==> config.mk <==
export PLATFORM = sky130hd
export DESIGN_NAME = stopwatch_ctrl
export DESIGN_NICKNAME = d
export VERILOG_FILES = /design/src/rtl/stopwatch_ctrl_pkg.sv /design/src/rtl/stopwatch_ctrl_debounce.sv /design/src/rtl/stopwatch_ctrl.sv
export SDC_FILE = /design/constraint.sdc
export NUM_CORES = 1
export LEC_CHECK = 0
export BUFFER_PORTS_ARGS = -buffer_cell sky130_fd_sc_hd__buf_2
export CORE_ASPECT_RATIO = 1.5
export CORE_MARGIN = 2
export CORE_UTILIZATION = 52
export DETAILED_ROUTE_END_ITERATION = 8
export PLACE_DENSITY = 0.79
export SYNTH_ARGS = -nofsm -noshare
export SYNTH_HDL_FRONTEND = slang
export SYNTH_HIERARCHICAL = 1
export SYNTH_SLANG_ARGS = --single-unit
==> constraint.sdc <==
create_clock -name NEclk -period 2.5 [get_ports NEclk]
set_clock_uncertainty 0.15 [all_clocks]
set_input_delay 0.125 -clock NEclk [delete_from_list [all_inputs] [get_ports NEclk]]
set_output_delay 0.125 -clock NEclk [all_outputs]
set_load 0.01 [all_outputs]
==> src/rtl/stopwatch_ctrl_pkg.sv <==
// Shared state encodings and default constants for the stopwatch controller.
package stopwatch_ctrl_pkg;

  typedef enum logic [2:0] {
    ST_IDLE   = 3'd0,
    ST_RUN    = 3'd1,
    ST_LAP    = 3'd2,
    ST_PAUSED = 3'd3,
    ST_CLEAR  = 3'd4
  } sw_state_e;

  localparam int DEF_BITS       = 29;
  localparam int DEF_MAX_COUNT  = 359999999;  // 99:59:59.999 in ms
  localparam int DEF_DEB_CYCLES = 20;         // 20 ms at 1 kHz

endpackage

==> src/rtl/stopwatch_ctrl_debounce.sv <==
// Button conditioner: 2-FF synchronizer, stability counter, rising-edge pulse.
// The accepted level only changes after DEB_CYCLES consecutive synchronized
// samples disagree with it, so both press and release must be stable.
module btn_debounce
  import stopwatch_ctrl_pkg::*;
#(
  parameter int DEB_CYCLES = DEF_DEB_CYCLES
) (
  input  logic NEclk,
  input  logic Nreset,
  input  logic raw,
  output logic press_pulse
);

  localparam int CW = (DEB_CYCLES > 1) ? $clog2(DEB_CYCLES) : 1;
  localparam logic [CW-1:0] LAST = CW'(DEB_CYCLES - 1);

  logic          sync1_reg;
  logic          sync2_reg;
  logic          level_reg;
  logic          pulse_reg;
  logic [CW-1:0] cnt_reg;

  // Bring the asynchronous button into the clock domain.
  always_ff @(negedge NEclk or negedge Nreset) begin
    if (!Nreset) begin
      sync1_reg <= 1'b0;
      sync2_reg <= 1'b0;
    end else begin
      sync1_reg <= raw;
      sync2_reg <= sync1_reg;
    end
  end

  // Count disagreeing samples; accept the new level after DEB_CYCLES of them
  // and emit a one-cycle pulse when the newly accepted level is "pressed".
  always_ff @(negedge NEclk or negedge Nreset) begin
    if (!Nreset) begin
      level_reg <= 1'b0;
      cnt_reg   <= '0;
      pulse_reg <= 1'b0;
    end else if (sync2_reg == level_reg) begin
      cnt_reg   <= '0;
      pulse_reg <= 1'b0;
    end else if (cnt_reg == LAST) begin
      level_reg <= sync2_reg;
      cnt_reg   <= '0;
      pulse_reg <= sync2_reg;
    end else begin
      cnt_reg   <= cnt_reg + 1'b1;
      pulse_reg <= 1'b0;
    end
  end

  assign press_pulse = pulse_reg;

endmodule

==> src/rtl/stopwatch_ctrl.sv <==
// Stopwatch control FSM: debounced START/STOP and LAP/RESET buttons drive the
// counter enable/clear, lap capture, display select and ceiling detection.
module stopwatch_ctrl
  import stopwatch_ctrl_pkg::*;
#(
  parameter int BITS       = DEF_BITS,
  parameter int MAX_COUNT  = DEF_MAX_COUNT,
  parameter int DEB_CYCLES = DEF_DEB_CYCLES
) (
  input  logic            NEclk,
  input  logic            Nreset,
  input  logic            btn_ss_raw,
  input  logic            btn_lr_raw,
  input  logic [BITS-1:0] count,
  output logic            cnt_enable,
  output logic            cnt_nclr,
  output logic            disp_lap,
  output logic [BITS-1:0] lap_count,
  output logic            overflow,
  output logic [2:0]      state
);

  localparam logic [BITS-1:0] MAX_VAL = BITS'(MAX_COUNT);

  logic            ss_pulse;
  logic            lr_pulse;
  logic            at_max;
  logic            capture;
  logic            set_ovf;
  sw_state_e       state_reg;
  sw_state_e       state_next;
  logic            cnt_enable_reg;
  logic            cnt_nclr_reg;
  logic            disp_lap_reg;
  logic [BITS-1:0] lap_count_reg;
  logic            overflow_reg;

  btn_debounce #(.DEB_CYCLES(DEB_CYCLES)) u_deb_ss (
    .NEclk       (NEclk),
    .Nreset      (Nreset),
    .raw         (btn_ss_raw),
    .press_pulse (ss_pulse)
  );

  btn_debounce #(.DEB_CYCLES(DEB_CYCLES)) u_deb_lr (
    .NEclk       (NEclk),
    .Nreset      (Nreset),
    .raw         (btn_lr_raw),
    .press_pulse (lr_pulse)
  );

  // A count beyond the ceiling is treated as sitting on it.
  assign at_max = (count >= MAX_VAL);

  // Next-state selection: ceiling beats buttons, START/STOP beats LAP/RESET.
  always_comb begin
    state_next = state_reg;
    capture    = 1'b0;
    set_ovf    = 1'b0;
    case (state_reg)
      ST_IDLE: begin
        if (ss_pulse) state_next = ST_RUN;
      end
      ST_RUN: begin
        if (at_max) begin
          state_next = ST_PAUSED;
          set_ovf    = 1'b1;
        end else if (ss_pulse) begin
          state_next = ST_PAUSED;
        end else if (lr_pulse) begin
          state_next = ST_LAP;
          capture    = 1'b1;
        end
      end
      ST_LAP: begin
        if (at_max) begin
          state_next = ST_PAUSED;
          set_ovf    = 1'b1;
        end else if (ss_pulse) begin
          state_next = ST_PAUSED;
        end else if (lr_pulse) begin
          state_next = ST_RUN;
        end
      end
      ST_PAUSED: begin
        // After hitting the ceiling only a reset may leave PAUSED.
        if (ss_pulse && !overflow_reg) state_next = ST_RUN;
        else if (lr_pulse)             state_next = ST_CLEAR;
      end
      ST_CLEAR: state_next = ST_IDLE;
      default:  state_next = ST_IDLE;
    endcase
  end

  // State and outputs are registered from the next state.
  always_ff @(negedge NEclk or negedge Nreset) begin
    if (!Nreset) begin
      state_reg      <= ST_IDLE;
      cnt_enable_reg <= 1'b0;
      cnt_nclr_reg   <= 1'b0;
      disp_lap_reg   <= 1'b0;
      lap_count_reg  <= '0;
      overflow_reg   <= 1'b0;
    end else begin
      state_reg      <= state_next;
      cnt_enable_reg <= (state_next == ST_RUN) || (state_next == ST_LAP);
      cnt_nclr_reg   <= (state_next != ST_CLEAR);
      disp_lap_reg   <= (state_next == ST_LAP);
      if (state_next == ST_CLEAR) begin
        lap_count_reg <= '0;
        overflow_reg  <= 1'b0;
      end else begin
        if (capture) lap_count_reg <= count;
        if (set_ovf) overflow_reg  <= 1'b1;
      end
    end
  end

  assign cnt_enable = cnt_enable_reg;
  assign cnt_nclr   = cnt_nclr_reg;
  assign disp_lap   = disp_lap_reg;
  assign lap_count  = lap_count_reg;
  assign overflow   = overflow_reg;
  assign state      = state_reg;

endmodule

==> results of run 1 <==
[per-stage QoR]
stage,hold WS (ns),setup slack [ns]
finish,0.144,-0.142
global route,0.149,-0.194
CTS,0.146,-0.0728
detailed placement,0.146,-0.478
global placement,0.142,-0.433
floorplan,0.142,-0.174
[cells in the mapped netlist, types with 2 or more instances]
| master | count | area (um2) |
|---|---|---|
| nand3b_1 | 4 | 30.0 |
| and2b_2 | 2 | 17.5 |
| nor2b_1 | 2 | 12.5 |
| nand2b_4 | 2 | 27.5 |
| and3b_2 | 2 | 20.0 |
| nand2b_1 | 2 | 12.5 |
| o31a_1 | 2 | 17.5 |
| nor2_1 | 11 | 41.3 |
| o21ai_0 | 5 | 25.0 |
| a21oi_1 | 5 | 25.0 |
| nand2_1 | 65 | 244 |
| xnor2_1 | 2 | 17.5 |
| nor3_4 | 2 | 32.5 |
| a31oi_1 | 4 | 25.0 |
| mux2i_1 | 30 | 300 |
| nand4_1 | 2 | 12.5 |
| nor3_1 | 2 | 10.0 |
| nand3_1 | 4 | 20.0 |
| nand4b_1 | 3 | 26.3 |
| ha_1 | 2 | 25.0 |
| xor2_1 | 4 | 35.0 |
| clkbuf_1 | 7 | 26.3 |
| inv_1 | 5 | 18.8 |
| dfrtn_1 | 54 | 1350 |
| mux2_4 | 2 | 30.0 |
[power by group]
| part | switching (mW) | leakage (nW) | internal (mW) |
|---|---|---|---|
| Clock | 0.282 | 0.0575 | 0.280 |
| Sequential | 0.00985 | 0.573 | 0.889 |
| Combinational | 0.0768 | 1.28 | 0.0770 |
[final timing paths]
path,from,to,slack (ns),depth (start not counted)
setup / recovery,count[25],lap_count[1],-0.14,8
hold / removal,u_deb_lr/sync1_reg,u_deb_lr/sync2_reg,0.14,0
setup reg to reg,state[1],lap_count[25],0.44,6
hold reg to reg,u_deb_lr/sync1_reg,u_deb_lr/sync2_reg,0.14,0
max in group asynchronous,Nreset,lap_count[22],1.14,2
min in group asynchronous,Nreset,lap_count[14],0.77,2
[area by class of cell]
type	instances	share of cell area [%]
Sequential cell	54	38.6
Multi-Input combinational cell	174	34.9
Timing Repair Buffer	102	20.5
Clock buffer	8	3.14
Tap cell	66	2.36
Inverter	5	0.536
[per-layer routing]
| layer | share of wire, % | GRT usage [%] |
|---|---|---|
| met1 | 38 | 27.2 |
| met3 | 4.0 | 3.60 |
| met4 | 3.8 | 11.0 |
| met5 | 0 | 0 |
| met2 | 54 | 39.9 |
[cells in the final DEF, fill, tap and decap left out, drive strengths merged, types with 2 or more instances in the layout]
cell / netlist / routed
nand4b: 3 / 3
clkbuf: 7 / 8
ha: 2 / 2
nor3: 4 / 4
and3b: 2 / 2
nor2b: 2 / 2
a31oi: 4 / 4
nor2: 11 / 11
xor2: 4 / 4
nand2: 65 / 65
o31a: 2 / 2
nand2b: 4 / 4
dfrtn: 54 / 54
xnor2: 2 / 2
nand3: 5 / 5
inv: 5 / 5
mux2: 2 / 2
a21oi: 6 / 6
and2b: 2 / 2
buf: 4 / 102
nand4: 2 / 2
o21ai: 6 / 6
nand3b: 4 / 4
mux2i: 30 / 30
[what timing repair did]
action	in CTS	in global routing
endpoints found under the setup margin	33	34
hold buffers	0	0
buffers inserted	5	3
resized for setup	18	10
gates cloned	2	0
pin swaps	8	6
endpoints found under the hold margin	0	0
[cells by family after synthesis]
kind of cell | after synthesis
flops | 54
simple gates | 110
xor+xnor | 6
buf+inv | 16
mux | 32
compound gates | 24
fa+ha+maj | 2
==> metrics.md, run 1 <==
| Metric | Value |
|---|---|
| CP Class | in -> reg |
| Vias in the first global route | 2074 |
| CTS tree | built |
| Final Hold Vio Count | 0 |
| First-pass GRT wire length | 9720 um |
| XOR/XNOR Fraction of Synth Area | 2.05% |
| Inserted Clock Buffers | 5 |
| Compound-gate portion of the synthesized area | 6.05% |
| Worst slew pin tran | 0.505 ns |
| Max reg flops | 29 |
| Slew Limit Fails | 0 |
| Clock Latency Late Sink | 0.31 ns |
| Max-cap viol count | 0 |
| Kind of cell adding the most delay to the critical path | simple AND/OR/NAND/NOR gates |
| Fin area | 0.00350 mm2 |
| Worst VDD drop | 0.000476 V |
| Largest net degree at the start of global routing | 55 |
| Rows | 31 |
| Hold Path Class | reg -> reg |
| Register area | 0.00135 mm2 |
| Port bufs | 68 |
| Synth Area in Simple Gates | 21.9% |
| Synth Area in Adders | 0.975% |
| Drt initial violations | 109 |
| Mean Syn Cell Area | 10.5 um2 |
| Slew HR | 66.2% |
| Worst Setup End Kind | register |
| Die area | 0.00552 mm2 |
| Final #Nets | 377 |
| Leak | 1.91 nW |
| Arr. time, crit path | 1.40 ns |
| Register area share after synthesis | 52.7% |
| Core Region | 0.00481 mm2 |
| Chip width | 61.4 um |
| H-tree depth | 2 |
| Initial core utilization | 53.4% |
| Failing checks | setup timing |
| Proportion of layout cells with a drive suffix above 1 | 39.1% |
| Post-synth top flop | dfrtn_1 |
| Post-synthesis mux area share | 12.9% |
| Drt wl/cell | 15.2 um |
| Clk buf depth | 2 |
| Chip Height | 90.0 um |
| Gpl congestion | 0.896 |
| Tot GR Track Use | 23.3% |
| DP Cell Count | 392 |
| CP max stage delay | 0.27 ns |
| Via count | 2161 |
| Register bit total from synthesis | 54 |
| Vias per inst | 5.28 |
| Share of flip-flops with an asynchronous set or reset | 100% |
| Slack of the critical path | -0.142 ns |
| DR DRC count | 0 |
| Critical Path Slowest Stage Cell | nand4b_1 |
| Type of origin of the critical path | input pin |
| Footprint of the multi-input gates | 0.00122 mm2 |
| Main combinational cell family by area after synthesis | simple AND/OR/NAND/NOR gates |
| Tot Pwr | 1.62 mW |
| Post-route ant nets | 0 |
| Gr ovfl total | 0 |
| Unrepaired setup endpoints after global routing | yes |
| Power Density | 461 mW/mm2 |
| Clk slew on worst S/H paths | 0.06 ns |
| Status | finished with violations |
| Critical path, cell by cell | buf_6, nand4b_1, nor4_4, a31oi_2, nand3_4, buf_6, buf_12, mux2i_1 |
| Synth Instances | 244 |
| Clk sinks | 54 |
| Filler cells | 348 |
| Pre-Repair DR Iteration Count | 4 |
| Number of synthesized flops with an enable pin | 0 |
| Ports | 69 |
| Setup TNS | -2.99 ns |
| WP buf/inv | 3 |
| YS warnings | 6 |
| Setup Viol. Count Final | 31 |
| Post-Syn Area | 0.00257 mm2 |
| WP data required | 1.26 ns |
| Distinct cells, synth | 44 |
| CP max FO | 6 |
| Post-Syn Nets | 279 |
| Ant diodes | 0 |
| Final wirelength | 6230 um |
| Critical Path Most Common Cell | buf_6 |
| Post-DP HPWL | 3980 um |
| Layout Utilization | 72.9% |
| Clk root buf | clkbuf_8 |
| DP Area | 0.00316 mm2 |
| Non-filler instance count after layout | 409 |
| Initial antenna violation count | 0 |
| Area Growth Syn to Fin | 36.6% |
Power figures use the tool's default switching activity.
==> inputs of run 2 (changes only) <==
--- a/config.mk
+++ b/config.mk
@@ -8,9 +8,9 @@
 export BUFFER_PORTS_ARGS = -buffer_cell sky130_fd_sc_hd__buf_2
 export CORE_ASPECT_RATIO = 1.5
 export CORE_MARGIN = 2
-export CORE_UTILIZATION = 52
+export CORE_UTILIZATION = 47
 export DETAILED_ROUTE_END_ITERATION = 8
-export PLACE_DENSITY = 0.79
+export PLACE_DENSITY = 0.75
 export SYNTH_ARGS = -nofsm -noshare
 export SYNTH_HDL_FRONTEND = slang
 export SYNTH_HIERARCHICAL = 1
==> constraint.sdc (replaced) <==
create_clock -name NEclk -period 2.14 [get_ports NEclk]
set_clock_uncertainty 0.15 [all_clocks]
set_input_delay 0.107 -clock NEclk [delete_from_list [all_inputs] [get_ports NEclk]]
set_output_delay 0.107 -clock NEclk [all_outputs]
set_load 0.01 [all_outputs]
==> metrics.md, run 2 (synthesized netlist as in run 1, its figures left out) <==
| Metric | Value |
|---|---|
| Status | finished with violations |
| Failing checks | setup timing |
| Largest net degree at the start of global routing | 55 (unchanged) |
| Clk buf depth | 2 (unchanged) |
| Hold EP | u_deb_ss/sync2_reg |
| Non-filler instance count after layout | 412 (+0.73%) |
| Hold Path Class | reg -> reg |
| Clk sinks | 54 (unchanged) |
| HP Start | u_deb_ss/sync1_reg |
| Post-CTS Hold Buffers | 0 (unchanged) |
| Chip Height | 94.5 um (+5.0%) |
| Ant diodes | 0 (unchanged) |
| Power Density | 536 mW/mm2 (+16%) |
| Slack of the critical path | -0.316 ns (-0.174 ns) |
| Drt initial violations | 160 (+47%) |
| Setup Viol. Count Final | 69 (+120%) |
| Chip width | 64.3 um (+4.8%) |
| Post-route ant nets | 0 (unchanged) |
| WP data required | 1.07 ns (-0.19 ns) |
| Clk slew on worst S/H paths | 0.07 ns (about the same) |
| DP Area | 0.00309 mm2 (-2.4%) |
| Drt wl/cell | 15.3 um (+0.56%) |
| Leak | 1.90 nW (-0.69%) |
| DP Cell Count | 387 (-1.3%) |
| Initial antenna violation count | 0 (unchanged) |
| Inserted Clock Buffers | 5 (unchanged) |
| Gpl congestion | 0.893 (-0.28%) |
| CP max FO | 10 (+4) |
| Hold Path Stages | 0 (unchanged) |
| Pre-Repair DR Iteration Count | 4 (unchanged) |
| Gr ovfl total | 0 (unchanged) |
| Final #Nets | 376 (-0.27%) |
| Tot GR Track Use | 19.6% (-3.7 points) |
| Post-DP HPWL | 4070 um (+2.3%) |
| CTS tree | built |
| Commonest non-fill, non-tap cell in the layout | nand2_1 |
| Proportion of layout cells with a drive suffix above 1 | 39.2% (+0.11 points) |
| Type of origin of the critical path | input pin |
| Max-cap viol count | 0 (unchanged) |
| Port bufs | 68 (unchanged) |
| Slew HR | 68.2% (+2.0 points) |
| Max reg flops | 29 (unchanged) |
| Ports | 69 (unchanged) |
| Arr. time, crit path | 1.38 ns (-0.02 ns) |
| Clock Latency Late Sink | 0.31 ns (about the same) |
| Fin area | 0.00350 mm2 (about the same) |
| Vias in the first global route | 2029 (-2.2%) |
| Reg-to-reg slack, setup | 0 ns (-0.44 ns) |
| Slew Limit Fails | 0 (unchanged) |
| DR DRC count | 0 (unchanged) |
| Unrepaired setup endpoints after global routing | yes |
| Most frequent cells in the layout | nand2_1, buf_2, dfrtn_1, mux2i_1, buf_4 |
| First-pass GRT wire length | 9250 um (-4.8%) |
| Core Region | 0.00537 mm2 (+12%) |
| Final Hold Vio Count | 0 (unchanged) |
| Worst Setup End Kind | register |
| Pre-CTS setup slack | -0.602 ns (-0.124 ns) |
| Hold_ws | 0.151 ns (+0.00632 ns) |
| R2R cell count | 8 (+2) |
| Rows | 33 (+6.5%) |
| Final wirelength | 6310 um (+1.3%) |
| Worst VDD drop | 0.000424 V (-11%) |
| Worst slew pin tran | 0.472 ns (-0.0338 ns) |
| Tot Pwr | 1.88 mW (+16%) |
| Die area | 0.00608 mm2 (+10%) |
| Initial core utilization | 47.8% (-5.5 points) |
| Layout Utilization | 65.2% (-7.6 points) |
| CP Class | in -> reg |
| Vias per inst | 5.26 (-0.41%) |
| R2r endpoint | lap_count[12] |
| Clk root buf | clkbuf_8 |
| Area Growth Syn to Fin | 36.5% (about the same) |
| Setup TNS | -9.67 ns (-6.68 ns) |
| H-tree depth | 2 (unchanged) |
| Via count | 2168 (+0.32%) |
| Critical R2R Launch | overflow |
==> run 2: cell types whose count changed in the layout (fill, tap and decap cells not counted), moves of 2 or more <==
cell | previous run | this run
buf_2 | 58 | 62
clkinv_2 | 0 | 2
clkbuf_8 | 8 | 5
buf_4 | 29 | 27
buf_6 | 11 | 8
==> run 2: cell type report <==
| type | instances | area, um2 |
|---|---|---|
| tap | 70 | 87.6 |
| timing repair buffer | 101 | 683 |
| sequential | 54 | 1350 |
| multi-input combinational | 174 | 1250 |
| fill | 451 | 1870 |
| clock buffer | 5 | 68.8 |
| inverter | 5 | 18.8 |
| clock inverter | 3 | 40.0 |
==> run 2: layer usage <==
layer	track usage, %	wire (um)	part of all wire [%]
met1	23.6	2390	38
met2	33.8	3430	54
met3	3.22	288	4.6
met4	9.93	204	3.2
met5	0	0	0
==> run 2: worst max path at each step <==
stage	end	slack, ns	depth (start not counted)	from
global placement	lap_count[6]	-0.54	7	count[2]
global route	lap_count[16]	-0.39	7	count[17]
floorplan	lap_count[12]	-0.34	7	count[19]
finish	lap_count[16]	-0.32	7	count[17]
detailed placement	lap_count[12]	-0.60	7	count[19]
CTS	lap_count[12]	-0.24	7	count[25]
==> run 2: power by group <==
group | total, mW | switching [mW] | internal [mW]
clock | 0.672 | 0.328 | 0.345
combinational | 0.156 | 0.0861 | 0.0700
sequential | 1.05 | 0.0107 | 1.04
total | 1.88 | 0.424 | 1.45
==> run 2: timing repair <==
action / in CTS / in global routing
buffers inserted: 10 / 6
resized for setup: 7 / 23
gates cloned: 0 / 1
pin swaps: 1 / 2
endpoints found under the setup margin: 69 / 70
==> run 2: critical path: stages <==
cell and delay, ns:
buf_2 0.13, a21oi_1 0.20, o21ai_1 0.15, a31oi_2 0.30, nand3_4 0.14, clkbuf_16 0.21, mux2i_1 0.14
